==> config.mk <==
export PLATFORM = sky130hd
export DESIGN_NAME = stage_mem_flat
export DESIGN_NICKNAME = d
export VERILOG_FILES = /design/src/rtl/stage_mem_pkg.sv /design/src/rtl/stage_mem_if.sv /design/src/rtl/stage_mem_align.sv /design/src/rtl/stage_mem.sv /design/src/flat_wrapper.sv
export SDC_FILE = /design/constraint.sdc
export NUM_CORES = 1
export LEC_CHECK = 0
export CORE_AREA = 2 2 177 179
export DETAILED_ROUTE_END_ITERATION = 8
export DIE_AREA = 0 0 179 181
export DONT_BUFFER_PORTS = 1
export PLACE_DENSITY = 0.33
export RECOVER_POWER = 25
export SYNTH_ARGS = -nofsm -noshare
export SYNTH_HDL_FRONTEND = slang
export SYNTH_SLANG_ARGS = --single-unit
==> constraint.sdc <==
create_clock -name clock -period 4.5 [get_ports clock]
set_input_delay 1.35 -clock clock [delete_from_list [all_inputs] [get_ports clock]]
set_output_delay 1.35 -clock clock [all_outputs]
set_load 0.01 [all_outputs]
==> src/rtl/stage_mem_pkg.sv <==
// stage_mem_pkg: operator codes, FSM states and wb register bundle for the memory stage.
package stage_mem_pkg;
  localparam logic [7:0] OPERATOR_LB  = 8'h20;
  localparam logic [7:0] OPERATOR_LH  = 8'h21;
  localparam logic [7:0] OPERATOR_LW  = 8'h23;
  localparam logic [7:0] OPERATOR_LBU = 8'h24;
  localparam logic [7:0] OPERATOR_LHU = 8'h25;
  localparam logic [7:0] OPERATOR_SB  = 8'h28;
  localparam logic [7:0] OPERATOR_SH  = 8'h29;
  localparam logic [7:0] OPERATOR_SW  = 8'h2B;
  localparam logic WRITE_ENABLE  = 1'b1;
  localparam logic WRITE_DISABLE = 1'b0;
  localparam logic RESET_ENABLE  = 1'b1;
  typedef enum logic {
    MEM_STATE_IDLE = 1'b0,
    MEM_STATE_WAIT = 1'b1
  } mem_state_e;
  typedef struct packed {
    logic        we;
    logic [4:0]  waddr;
    logic [31:0] wdata;
    logic        hi_we;
    logic [31:0] hi_data;
    logic        lo_we;
    logic [31:0] lo_data;
  } wb_t;
  function automatic logic is_store_op(input logic [7:0] op);
    return op inside {OPERATOR_SB, OPERATOR_SH, OPERATOR_SW};
  endfunction
  function automatic logic is_mem_op(input logic [7:0] op);
    return is_store_op(op) || (op inside {OPERATOR_LB, OPERATOR_LBU, OPERATOR_LH, OPERATOR_LHU, OPERATOR_LW});
  endfunction
endpackage

==> src/rtl/stage_mem_if.sv <==
// stage_mem_if: request/ack data bus between the memory stage (master) and memory (slave).
interface stage_mem_if;
  logic        bus_request;
  logic        bus_write;
  logic [31:0] bus_address;
  logic [3:0]  bus_byte_select;
  logic [31:0] bus_write_data;
  logic [31:0] bus_read_data;
  logic        bus_ack;
  modport master (
    output bus_request, bus_write, bus_address, bus_byte_select, bus_write_data,
    input  bus_read_data, bus_ack
  );
  modport slave (
    input  bus_request, bus_write, bus_address, bus_byte_select, bus_write_data,
    output bus_read_data, bus_ack
  );
endinterface

==> src/rtl/stage_mem_align.sv <==
// mem_align: big-endian lane select, store replication and load extension.
// MEM_UNALIGNED_TRAP_EN flags misaligned accesses; otherwise low address bits are aligned down.
module mem_align
  import stage_mem_pkg::*;
(
  input  logic [7:0]  operator_i,
  input  logic [1:0]  offset_i,
  input  logic [31:0] store_data_i,
  input  logic [31:0] read_data_i,
  output logic [3:0]  byte_select_o,
  output logic [31:0] write_data_o,
  output logic [31:0] load_data_o,
  output logic        misaligned_o
);
  logic        byte_op, half_op, sext;
  logic [1:0]  off;
  logic [31:0] shifted;
  assign byte_op = operator_i inside {OPERATOR_LB, OPERATOR_LBU, OPERATOR_SB};
  assign half_op = operator_i inside {OPERATOR_LH, OPERATOR_LHU, OPERATOR_SH};
  assign sext    = operator_i inside {OPERATOR_LB, OPERATOR_LH};
`ifdef MEM_UNALIGNED_TRAP_EN
  assign off          = offset_i;
  assign misaligned_o = half_op ? offset_i[0] : (is_mem_op(operator_i) & ~byte_op & |offset_i);
`else
  assign off          = byte_op ? offset_i : half_op ? {offset_i[1], 1'b0} : 2'b00;
  assign misaligned_o = 1'b0;
`endif
  // selected lane lands in the top bits, so byte = [31:24] and half = [31:16]
  assign shifted       = read_data_i << {off, 3'b000};
  assign byte_select_o = byte_op ? 4'b1000 >> off : half_op ? (off[1] ? 4'b0011 : 4'b1100) : 4'b1111;
  assign write_data_o  = byte_op ? {4{store_data_i[7:0]}} : half_op ? {2{store_data_i[15:0]}} : store_data_i;
  assign load_data_o   = byte_op ? {{24{sext & shifted[31]}}, shifted[31:24]}
                       : half_op ? {{16{sext & shifted[31]}}, shifted[31:16]} : read_data_i;
endmodule

==> src/rtl/stage_mem.sv <==
// stage_mem: memory-access stage; runs bus transactions for loads/stores with stall and timeout.
// Misalignment trapping is enabled by MEM_UNALIGNED_TRAP_EN (see mem_align).
module stage_mem
  import stage_mem_pkg::*;
#(
  parameter int TIMEOUT_CYCLES = 16,
  parameter int TIMER_WIDTH    = 5
) (
  input  logic               clock,
  input  logic               reset,
  input  logic               flush,
  input  logic [7:0]         operator,
  input  logic [31:0]        memory_address,
  input  logic [31:0]        store_data,
  input  logic               register_write_enable_i,
  input  logic [4:0]         register_write_address_i,
  input  logic [31:0]        register_write_data_i,
  input  logic               register_hi_write_enable_i,
  input  logic               register_lo_write_enable_i,
  input  logic [31:0]        register_hi_write_data_i,
  input  logic [31:0]        register_lo_write_data_i,
  stage_mem_if.master        bus,
  output logic               stall_request,
  output logic               bus_error,
  output logic               address_error,
  output logic               mem_register_hi_write_enable,
  output logic               mem_register_lo_write_enable,
  output logic [31:0]        mem_register_hi_write_data,
  output logic [31:0]        mem_register_lo_write_data,
  output logic               wb_register_write_enable,
  output logic [4:0]         wb_register_write_address,
  output logic [31:0]        wb_register_write_data,
  output logic               wb_register_hi_write_enable,
  output logic [31:0]        wb_register_hi_write_data,
  output logic               wb_register_lo_write_enable,
  output logic [31:0]        wb_register_lo_write_data
);
  localparam logic [TIMER_WIDTH-1:0] TIMEOUT_T = TIMER_WIDTH'(TIMEOUT_CYCLES);
  mem_state_e             state_q, state_d;
  logic [TIMER_WIDTH-1:0] timer_q, timer_d;
  wb_t                    wb_q, wb_d;
  logic                   bus_error_q, bus_error_d, address_error_q, address_error_d;
  logic                   mem_op, store_op, misaligned, live, access, commit;
  logic [31:0]            load_data;
  mem_align u_align (
    .operator_i    (operator),
    .offset_i      (memory_address[1:0]),
    .store_data_i  (store_data),
    .read_data_i   (bus.bus_read_data),
    .byte_select_o (bus.bus_byte_select),
    .write_data_o  (bus.bus_write_data),
    .load_data_o   (load_data),
    .misaligned_o  (misaligned)
  );
  assign mem_op   = is_mem_op(operator);
  assign store_op = is_store_op(operator);
  assign live     = mem_op & ~misaligned & ~flush & ~reset;
  // the request is withdrawn in the cycle the timer has reached its limit
  assign access   = live & (state_q == MEM_STATE_IDLE || timer_q != TIMEOUT_T);
  assign commit   = ~flush & (mem_op ? access & bus.bus_ack : 1'b1);
  assign bus.bus_request = access;
  assign bus.bus_write   = store_op;
  assign bus.bus_address = {memory_address[31:2], 2'b00};
  assign stall_request   = access & ~bus.bus_ack;
  assign mem_register_hi_write_enable = register_hi_write_enable_i;
  assign mem_register_lo_write_enable = register_lo_write_enable_i;
  assign mem_register_hi_write_data   = register_hi_write_data_i;
  assign mem_register_lo_write_data   = register_lo_write_data_i;
  always_comb begin
    state_d         = stall_request ? MEM_STATE_WAIT : MEM_STATE_IDLE;
    timer_d         = stall_request ? timer_q + 1'b1 : '0;
    bus_error_d     = live & state_q == MEM_STATE_WAIT & timer_q == TIMEOUT_T;
    address_error_d = mem_op & misaligned & ~flush;
    wb_d            = '0;
    if (commit) begin
      wb_d.we      = store_op ? WRITE_DISABLE : register_write_enable_i;
      wb_d.waddr   = register_write_address_i;
      wb_d.wdata   = store_op ? '0 : mem_op ? load_data : register_write_data_i;
      wb_d.hi_we   = register_hi_write_enable_i;
      wb_d.hi_data = register_hi_write_data_i;
      wb_d.lo_we   = register_lo_write_enable_i;
      wb_d.lo_data = register_lo_write_data_i;
    end
  end
  always_ff @(posedge clock) begin
    if (reset == RESET_ENABLE) begin
      state_q         <= MEM_STATE_IDLE;
      timer_q         <= '0;
      wb_q            <= '0;
      bus_error_q     <= 1'b0;
      address_error_q <= 1'b0;
    end else begin
      state_q         <= state_d;
      timer_q         <= timer_d;
      wb_q            <= wb_d;
      bus_error_q     <= bus_error_d;
      address_error_q <= address_error_d;
    end
  end
  assign bus_error                   = bus_error_q;
  assign address_error               = address_error_q;
  assign wb_register_write_enable    = wb_q.we;
  assign wb_register_write_address   = wb_q.waddr;
  assign wb_register_write_data      = wb_q.wdata;
  assign wb_register_hi_write_enable = wb_q.hi_we;
  assign wb_register_hi_write_data   = wb_q.hi_data;
  assign wb_register_lo_write_enable = wb_q.lo_we;
  assign wb_register_lo_write_data   = wb_q.lo_data;
endmodule
==> src/flat_wrapper.sv <==
// flat-port wrapper written by rule: the top's interface ports become plain ports
module stage_mem_flat import stage_mem_pkg::*;
#(
  parameter int TIMEOUT_CYCLES = 16,
  parameter int TIMER_WIDTH    = 5
)
  (clock, reset, flush, operator, memory_address, store_data, register_write_enable_i, register_write_address_i, register_write_data_i, register_hi_write_enable_i, register_lo_write_enable_i, register_hi_write_data_i, register_lo_write_data_i, stall_request, bus_error, address_error, mem_register_hi_write_enable, mem_register_lo_write_enable, mem_register_hi_write_data, mem_register_lo_write_data, wb_register_write_enable, wb_register_write_address, wb_register_write_data, wb_register_hi_write_enable, wb_register_hi_write_data, wb_register_lo_write_enable, wb_register_lo_write_data, bus_bus_request, bus_bus_write, bus_bus_address, bus_bus_byte_select, bus_bus_write_data, bus_bus_read_data, bus_bus_ack);
  stage_mem_if bus_i ();
  input  logic clock;
  input  logic reset;
  input  logic flush;
  input  logic [7:0] operator;
  input  logic [31:0] memory_address;
  input  logic [31:0] store_data;
  input  logic register_write_enable_i;
  input  logic [4:0] register_write_address_i;
  input  logic [31:0] register_write_data_i;
  input  logic register_hi_write_enable_i;
  input  logic register_lo_write_enable_i;
  input  logic [31:0] register_hi_write_data_i;
  input  logic [31:0] register_lo_write_data_i;
  output logic stall_request;
  output logic bus_error;
  output logic address_error;
  output logic mem_register_hi_write_enable;
  output logic mem_register_lo_write_enable;
  output logic [31:0] mem_register_hi_write_data;
  output logic [31:0] mem_register_lo_write_data;
  output logic wb_register_write_enable;
  output logic [4:0] wb_register_write_address;
  output logic [31:0] wb_register_write_data;
  output logic wb_register_hi_write_enable;
  output logic [31:0] wb_register_hi_write_data;
  output logic wb_register_lo_write_enable;
  output logic [31:0] wb_register_lo_write_data;
  output wire logic [$bits(bus_i.bus_request)-1:0] bus_bus_request;
  output wire logic [$bits(bus_i.bus_write)-1:0] bus_bus_write;
  output wire logic [$bits(bus_i.bus_address)-1:0] bus_bus_address;
  output wire logic [$bits(bus_i.bus_byte_select)-1:0] bus_bus_byte_select;
  output wire logic [$bits(bus_i.bus_write_data)-1:0] bus_bus_write_data;
  input wire logic [$bits(bus_i.bus_read_data)-1:0] bus_bus_read_data;
  input wire logic [$bits(bus_i.bus_ack)-1:0] bus_bus_ack;
  assign bus_bus_request = bus_i.bus_request;
  assign bus_bus_write = bus_i.bus_write;
  assign bus_bus_address = bus_i.bus_address;
  assign bus_bus_byte_select = bus_i.bus_byte_select;
  assign bus_bus_write_data = bus_i.bus_write_data;
  assign bus_i.bus_read_data = bus_bus_read_data;
  assign bus_i.bus_ack = bus_bus_ack;
  stage_mem #(.TIMEOUT_CYCLES(TIMEOUT_CYCLES), .TIMER_WIDTH(TIMER_WIDTH)) u_core (.clock(clock), .reset(reset), .flush(flush), .operator(operator), .memory_address(memory_address), .store_data(store_data), .register_write_enable_i(register_write_enable_i), .register_write_address_i(register_write_address_i), .register_write_data_i(register_write_data_i), .register_hi_write_enable_i(register_hi_write_enable_i), .register_lo_write_enable_i(register_lo_write_enable_i), .register_hi_write_data_i(register_hi_write_data_i), .register_lo_write_data_i(register_lo_write_data_i), .bus(bus_i), .stall_request(stall_request), .bus_error(bus_error), .address_error(address_error), .mem_register_hi_write_enable(mem_register_hi_write_enable), .mem_register_lo_write_enable(mem_register_lo_write_enable), .mem_register_hi_write_data(mem_register_hi_write_data), .mem_register_lo_write_data(mem_register_lo_write_data), .wb_register_write_enable(wb_register_write_enable), .wb_register_write_address(wb_register_write_address), .wb_register_write_data(wb_register_write_data), .wb_register_hi_write_enable(wb_register_hi_write_enable), .wb_register_hi_write_data(wb_register_hi_write_data), .wb_register_lo_write_enable(wb_register_lo_write_enable), .wb_register_lo_write_data(wb_register_lo_write_data));
endmodule
# [Yosys cells after proc, flatten, opt, wreduce, memory -nomap -nowiden]
# Cells that the tools add are included.
[op_classes] reduce_logical=10 add_sub_neg=1 n_mux=12 n_shift=2 n_eq_ne=10 bitwise_logic=15
[ops] op="2-to-1 mux 32 bit" n=5
[ops] op="== test 8 x 6 -> 1 bit (second input constant)" n=8
[ops] op="<< shifter 32 x 5 -> 32 bit" n=1
[ops] op="2-to-1 mux 4 bit" n=3
[ops] op="AND 1 bit" n=9
[ops] op="nonzero test 3 bit" n=3
[ops] op="NOT 1 bit" n=6
[ops] op="adder 5 x 1 -> 5 bit (second input constant)" n=1
[ops] op="== test 5 bit (second input constant)" n=1
[ops] op="inequality test 5 bit (second input constant)" n=1
[ops] op="nonzero test 5 bit" n=1
[ops] op="2-to-1 mux 2 bit" n=2
[ops] op="OR reduction 2 bit" n=2
[ops] op=">> shifter 4 x 2 -> 4 bit (first input constant)" n=1
[ops] op="OR reduction 3 bit" n=1
[ops] op="logical OR 1 bit" n=2
[ops] op="2-to-1 mux 1 bit" n=2
[ops] op="nonzero test 2 bit" n=1
[word_totals] elab_cells=60 regBits=111 out_inout_bits=243

# [Longest topological paths before layout]
# Gate-level depths: netlist of the first run.
[logic_depth] depth_word=11 depth_mapped=7 ltp_nobuf=7

# [Cells and area by module]
# From an unflattened synthesis of the first run, not the netlist that was laid out.
[unflattened] cells_unflattened=621 area_unflattened_um2=5641.7
[by_module_without_submodules] module="stage_mem" area_each_um2=4181.5 seq_area_each_um2=2242.2 instances=1 cells_each=397
[by_module_without_submodules] module="mem_align" area_each_um2=1460.2 seq_area_each_um2=0.0 instances=1 cells_each=224

# [Worst setup path after synthesis of the first run]
# No wires, ideal clock.
[synth_timing] kind="input to output" startpoint="in operator[7]" endpoint="out bus_bus_byte_select[0]" n_path_buf=3 setup_slack_ns=0.219 path_stages=6 arrival_ns=2.931 cell_sequence="or4b_1 > buf_2 > nor2_1 > buf_2 > clkbuf_1 > o21ai_0"
[synth_between] elab_chain_len=7 word_cells_on_any_way=14 cone_classes="6 x eq/ne; 1 x shift; 5 x mux; 2 x reduce/logical"
[synth_lines] element="start, declared" line="flat_wrapper.sv:12" rtl="input logic [7:0] operator;"
[synth_lines] element="== test 8 x 6 -> 1 bit" line="stage_mem_align.sv:19" rtl="assign half_op = operator_i inside {OPERATOR_LH, OPERATOR_LHU, OPERATOR_SH};"
[synth_lines] element="nonzero test 3 bit" line="stage_mem_align.sv:19"
[synth_lines] element="2-to-1 mux 2 bit (2 in a row)" line="stage_mem_align.sv:25" rtl="assign off = byte_op ? offset_i : half_op ? {offset_i[1], 1'b0} : 2'b00;"
[synth_lines] element="2-to-1 mux 4 bit (2 in a row)" line="stage_mem_align.sv:30" rtl="assign byte_select_o = byte_op ? 4'b1000 >> off : half_op ? (off[1] ? 4'b0011 : 4'b1100) : 4'b1111;"
[synth_lines] element="2-to-1 mux 4 bit *" line="stage_mem_align.sv:30"
[synth_lines] element="end, declared" line="flat_wrapper.sv:39" rtl="output wire logic [$bits(bus_i.bus_byte_select)-1:0] bus_bus_byte_select;"
# Every way passes the cells marked *; elsewhere a longest branch is shown, timed or not.

# [Worst setup path in the final report of the first run]
[layout_timing] startpoint="in operator[7]" endpoint="out stall_request"
[layout_between] elab_chain_len=7 word_cells_on_any_way=15 cone_classes="8 x eq/ne; 4 x bitwise; 3 x reduce/logical"
[layout_lines] element="== test 8 x 6 -> 1 bit, on equally long branches" line="stage_mem_pkg.sv:31, stage_mem_pkg.sv:28"
[layout_lines] element="nonzero test 5 bit / nonzero test 3 bit (equally long branches)" line="stage_mem_pkg.sv:31, stage_mem_pkg.sv:28"
[layout_lines] element="logical OR 1 bit *" line="stage_mem_pkg.sv:31" rtl="return is_store_op(op) || (op inside {OPERATOR_LB, OPERATOR_LBU, OPERATOR_LH, OPERATOR_LHU, OPERATOR_LW});"
[layout_lines] element="AND 1 bit * (2 in a row)" line="stage_mem.sv:57" rtl="assign live = mem_op & ~misaligned & ~flush & ~reset;"
[layout_lines] element="AND 1 bit *" line="stage_mem.sv:59" rtl="assign access = live & (state_q == MEM_STATE_IDLE || timer_q != TIMEOUT_T);"
[layout_lines] element="AND 1 bit *" line="stage_mem.sv:64" rtl="assign stall_request = access & ~bus.bus_ack;"
[layout_lines] element="end, declared" line="flat_wrapper.sv:22" rtl="output logic stall_request;"
# Marked as above.

==> results of run 1 <==
## flip-flops by register name (all words and copies together) (netlist names)
| signal | flops |
|---|---|
| u_core.wb_register_hi_write_data | 32 |
| u_core.timer_q | 5 |
| u_core.wb_register_write_address | 5 |
| u_core.wb_register_write_enable | 1 |
| u_core.bus_error | 1 |
| u_core.wb_register_hi_write_enable | 1 |
| u_core.wb_register_lo_write_data | 32 |
| u_core.wb_register_write_data | 32 |
| u_core.state_q | 1 |
| u_core.wb_register_lo_write_enable | 1 |
## metal layers
metal	wire (um)	vias up	track usage, %
li1	-	1627	-
met1	7920	1732	14.2
met2	9010	246	18.1
met3	1870	32	3.96
met4	430	0	4.03
met5	0	-	0
## metrics by stage
step	utilization (%)	std cells	total power, mW	hold WS (ns)	setup WS [ns]
6_report	17.6	875	2.07	0.481	0.319
3_3_place_gp	16.5	856	1.22	0.462	0.343
2_1_floorplan	-	582	1.28	0.430	0.219
3_5_place_dp	16.5	856	1.22	0.460	0.326
4_1_cts	17.5	872	2.12	0.483	0.316
5_1_grt	17.6	874	2.19	0.498	0.231
## how the worst max path moves through the flow
| stage | from | endpoint | slack [ns] | cells after the start |
|---|---|---|---|---|
| after floorplan | operator[7] | bus_bus_byte_select[0] | 0.22 | 6 |
| after global placement | operator[7] | stall_request | 0.34 | 5 |
| after detailed placement | operator[7] | stall_request | 0.33 | 5 |
| after CTS | operator[7] | stall_request | 0.32 | 5 |
| after global routing | operator[7] | stall_request | 0.23 | 5 |
| final | operator[7] | stall_request | 0.32 | 5 |
## layout by cell type (no fill, tap or decap), types with 3 or more instances in the layout
cell,instances
inv_1,8
o22ai_1,5
and2_1,74
a22oi_1,3
nand3_1,5
o211ai_1,6
a2111oi_0,8
buf_4,15
a21oi_1,5
dfxtp_1,111
clkbuf_16,9
a211oi_1,6
o21ai_0,20
nand2_1,65
a221oi_1,7
nor2b_1,6
nand2b_1,3
o2111a_1,5
mux2i_1,19
nor2_1,30
conb_1,3
a2bb2oi_1,5
a211oi_2,10
mux2_2,9
## final cells by class
type / count / share of cell area [%]
multi-input cells: 326 / 40.1
flip-flops and latches: 111 / 41.6
well taps: 396 / 9.28
inverters: 8 / 0.562
clock buffers: 9 / 4.22
clock inverters: 7 / 1.66
repair buffers: 16 / 2.48
diodes: 2 / 0.0937
## critical path, cell delays in order
cell,delay [ns]
or4b_1,0.63
a21oi_1,0.29
and3_1,0.23
nand2b_1,0.16
inv_1,0.16
## logic make-up (layout without fill, tap and decap cells)
group,count (synthesis),after routing,share of synthesized area (%)
simple gates,198,198,19.1
buf+inv,145,40,18.1
flops,111,111,42.0
compound gates,92,92,14.3
mux,28,28,5.51
xor+xnor,3,3,0.496
fa+ha+maj,2,2,0.473
other cells,1,5,0.0708
## where the power goes
group / switching [mW] / internal [mW]
clock: 0.469 / 0.407
combinational: 0.0801 / 0.0576
sequential: 0.0379 / 1.02
total: 0.587 / 1.49
==> impl_metrics.yaml, run 1 <==
global_route:
  overflow: 0
  grt_pass1_wl_mm: 26.6
  grt_max_degree: 72
  grt_pass1_vias: 3777
  antenna_found_initial: 2
  track_usage_pct: 11.4
cells_and_area:
  fill_cells: 3378
  syn_to_final_growth_pct: 0.827
  fin_area_um2: 5340
  drive_gt1_share_pct: 13.2
  multiInputGateArea_um2: 2140
  seqCellArea_um2: 2220
  layout.nets: 686
placed_design:
  gp_congestion: 0.798
  post_dp_cell_area_um2: 5000
  place_hpwl_mm: 15.3
  numPortBuffers: 0
die:
  fp.dieH_um: 181
  fp.coreArea_um2: 30300
  fp-row-count: 64
  die-area_um2: 32400
  io_pins: 455
  start_util_pct: 17.4
  die_w_um: 179
synthesis:
  synth-async-reset-ratio_pct: 0
  synth_top_area_share_pct: 42.0
  syn_inst: 580
  yosysUniqueCellTypes: 48
  post-synth-top-count-cell: "dfxtp_1"
  synth-edff-count: 0
  synth_area_leaders: "dfxtp_1 42%, buf_4 15%, and2_1 8.7%, nand2_1 4.7%, mux2i_1 3.6%"
  ys.flop_type: "dfxtp_1"
  synth.avg_cell_area_um2: 9.13
  synth_common_cells: "111 x dfxtp_1, 107 x buf_4, 74 x and2_1, 66 x nand2_1, 31 x nor2_1"
  yosysSeqAreaShare_pct: 42.0
  synth-seq-cells: 111
  synth_top_cell_by_area: "dfxtp_1"
  yosysWarnings: 0
  syn_area_um2: 5300
clocking:
  clock_latency_ns: 0.36
  root_buffer: "clkbuf_16"
  cts.sinks: 111
  cts_resized: 0
  cts_setup_buffers: 0
  holdBufCountCts: 0
  clkTransAtPathRegs_ns: 0.09
  cts.htree.levels: 3
  cts_buffer_depth: 2
  cts_tree: "yes"
  numCtsBuffers: 9
critical_path:
  crit_path_end_kind: "output pin"
  worstSetupPathType: "primary input to output pin"
  startpoint_type: "primary input"
  r2r-start: "u_core.timer_q[0]"
  r2r_end: "u_core.wb_register_write_data[6]"
  worstRegToRegCells: 7
  crit_fanout: 6
  required_ns: 3.15
  rrSetupSlack_ns: 2.46
  worstPathArrival_ns: 2.83
worst_hold_path:
  hold_class: "register to register"
  holdPathEnd: "u_core.timer_q[0]"
  worstHoldStart: "u_core.timer_q[0]"
  holdPathStages: 1
timing:
  worst_pin_slew_ns: 0.711
  final_max_slew_viol_count: 0
  max-slew-margin-rel_pct: 51.3
  hold_violations: 0
  fmax_ghz: 0.239
  setup_tns_ns: 0
  rsz0062_at_grt: "false"
  period_minus_slack_ns: 4.18
  fin_worst_skew_ns: 0.00800
  finalCritPeriodShare_pct: 92.9
  setup_viol: 0
drt:
  antenna_left: 0
  vias_per_cell: 4.16
  wl_mm: 19.2
  vias: 3637
  route.detailed.drc: 0
  drt-wirelength-per-cell_um: 22.0
  drt_iter0_drc: 189
  drt_pass1_iterations: 4
pwr:
  leakage_nw: 2.07
  powerDensity_nw_per_um2: 388
  ir_worst_vdd_mv: 0.152
run_status:
  status: "finished, final reports clean"
flow_run:
  max_cap_viol_count: 0
Note: power is estimated with default switching activity, not from simulation.
==> run 2, diff against run 1 <==
PLACE_DENSITY = 0.31   (was 0.33)
==> run 2 against run 1 <==
Compared with the run above:
- maximum frequency up 0.75%
- hold slack worse by 0.0032 ns
- total power decreased by 2.2%
- sequential share of layout area down 0.40 points
- register-to-register slack about the same
- final cell count up 0.91%
- sequential cell count did not move
- largest cell class unchanged
- critical path type unchanged
- clock skew is 0.0010 ns higher
- die area stayed put
- combinational power grew 4%
- clock power shrank 5.8%
- first-iteration DRC count fell by 4.2%
==> impl_metrics.yaml, run 2 (synthesis gave the netlist of run 1 again) <==
run_status:
  status: "finished, final reports clean"
clocking:
  clock_latency_ns: 0.36
  cts_setup_buffers: 0
  numCtsBuffers: 9
  cts.sinks: 111
  cts.htree.levels: 3
  cts_resized: 0
  cts_buffer_depth: 2
  root_buffer: "clkbuf_16"
  holdBufCountCts: 0
  cts_tree: "yes"
  clkTransAtPathRegs_ns: 0.08
cells_and_area:
  layout.nets: 695
  final_util_pct: 17.8
  layout_common_cells: "111 x dfxtp_1, 74 x and2_1, 65 x nand2_1, 30 x nor2_1, 24 x buf_4"
  drive_gt1_share_pct: 14.8
  syn_to_final_growth_pct: 1.80
  fill_cells: 3391
  final_common_cell: "dfxtp_1"
timing:
  hold_violations: 0
  setup_tns_ns: 0
  final_max_slew_viol_count: 0
  rsz0062_at_grt: "false"
  fmax_ghz: 0.241
  max-slew-margin-rel_pct: 49.1
  setup_viol: 0
  period_minus_slack_ns: 4.15
  finalCritPeriodShare_pct: 92.2
  fin_worst_skew_ns: 0.00902
  worst_pin_slew_ns: 0.764
global_route:
  grt_max_degree: 72
  grt_pass1_wl_mm: 26.0
  track_usage_pct: 11.2
  overflow: 0
  grt_pass1_vias: 3699
  antenna_found_initial: 2
critical_path:
  cp_top_family: "simple AND/OR/NAND/NOR gates"
  critPathMaxStageDelay_ns: 0.59
  worstSetupPathType: "primary input to output pin"
  worstPathArrival_ns: 2.80
  crit_path_end_kind: "output pin"
  crit_chain: "or4b_1 -> a21oi_1 -> and3_1 -> nand2b_1 -> inv_1"
  required_ns: 3.15
  path_buf_inv: 1
  crit_fanout: 6
  startpoint_type: "primary input"
  slowest_stage: "or4b_1"
drt:
  drt-wirelength-per-cell_um: 21.4
  antenna_left: 0
  wl_mm: 18.9
  vias_per_cell: 4.10
  vias: 3622
  drt_iter0_drc: 181
  route.detailed.drc: 0
  drt_pass1_iterations: 4
pwr:
  intPower_mw: 1.48
  swShare_pct: 27.0
  comb_power_share_pct: 7.1
  leakage_nw: 2.11
  ir_worst_vdd_mv: 0.156
  p_clk_share_pct: 40.7
  pwr-share-seq_pct: 52.2
  powerDensity_nw_per_um2: 376
  p_sw_mw: 0.549
placed_design:
  gp_congestion: 0.756
  numPortBuffers: 0
  place_hpwl_mm: 15.3
die:
  fp.coreArea_um2: 30300
  die_w_um: 179
  start_util_pct: 17.4
  io_pins: 455
  fp-row-count: 64
  fp.dieH_um: 181
  die-area_um2: 32400
worst_hold_path:
  hold_class: "register to register"
flow_run:
  max_cap_viol_count: 0
[run 2: final cells by class]
class | count | area (um2) | area share (%)
clock buffers | 9 | 225 | 4.18
diodes | 1 | 2.50 | 0.0464
multi-input cells | 326 | 2140 | 39.7
clock inverters | 7 | 75.1 | 1.39
repair buffers | 25 | 200 | 3.71
well taps | 396 | 495 | 9.19
flip-flops and latches | 111 | 2220 | 41.2
inverters | 8 | 30.0 | 0.557
[run 2: power by group through the flow]
stage	logic [mW]	registers (mW)	clock network, mW
final	0.144	1.06	0.825
after global placement	0.143	1.08	0
after global routing	0.161	1.06	0.923
after detailed placement	0.146	1.08	0
after CTS	0.146	1.06	0.872
after floorplan	0.206	1.07	0
[run 2: per-stage QoR]
stage / hold WS (ns) / power (mW) / area (um2) / setup slack (ns) / instances
4_1_cts: 0.486 / 2.08 / 5370 / 0.250 / 881
2_1_floorplan: 0.430 / 1.28 / 5300 / 0.219 / 582
3_5_place_dp: 0.466 / 1.23 / 5070 / 0.258 / 865
5_1_grt: 0.517 / 2.15 / 5390 / 0.184 / 882
3_3_place_gp: 0.451 / 1.23 / 5070 / 0.283 / 865
6_report: 0.478 / 2.03 / 5390 / 0.350 / 883
[run 2: path summary, 6_finish.rpt]
check / startpoint / cells past startpoint / to / slack [ns]
max: operator[7] / 5 / stall_request / 0.35
max reg2reg: u_core.timer_q[0] / 6 / u_core.wb_register_write_data[1] / 2.45
min reg2reg: u_core.timer_q[0] / 1 / u_core.timer_q[0] / 0.48
min: u_core.timer_q[0] / 1 / u_core.timer_q[0] / 0.48
[run 2: worst register-to-register path: cells and delay by family, from the launching register on]
family / cells / cell delay [ns]
AO/OA/AOI/OAI: 2 / 0.97
flip-flops: 1 / 0.38
AND/OR/NAND/NOR: 2 / 0.37
adder cells (fa/ha/maj): 1 / 0.19
buffers and inverters: 1 / 0.06
[run 2: metal layers]
layer  vias up  GRT usage [%]  wire length [um]
li1       1639              -                 -
met3        39           4.29              1980
met2       233           17.6              9000
met1      1711           13.2              7310
met4         0           5.85               597
met5         -              0                 0
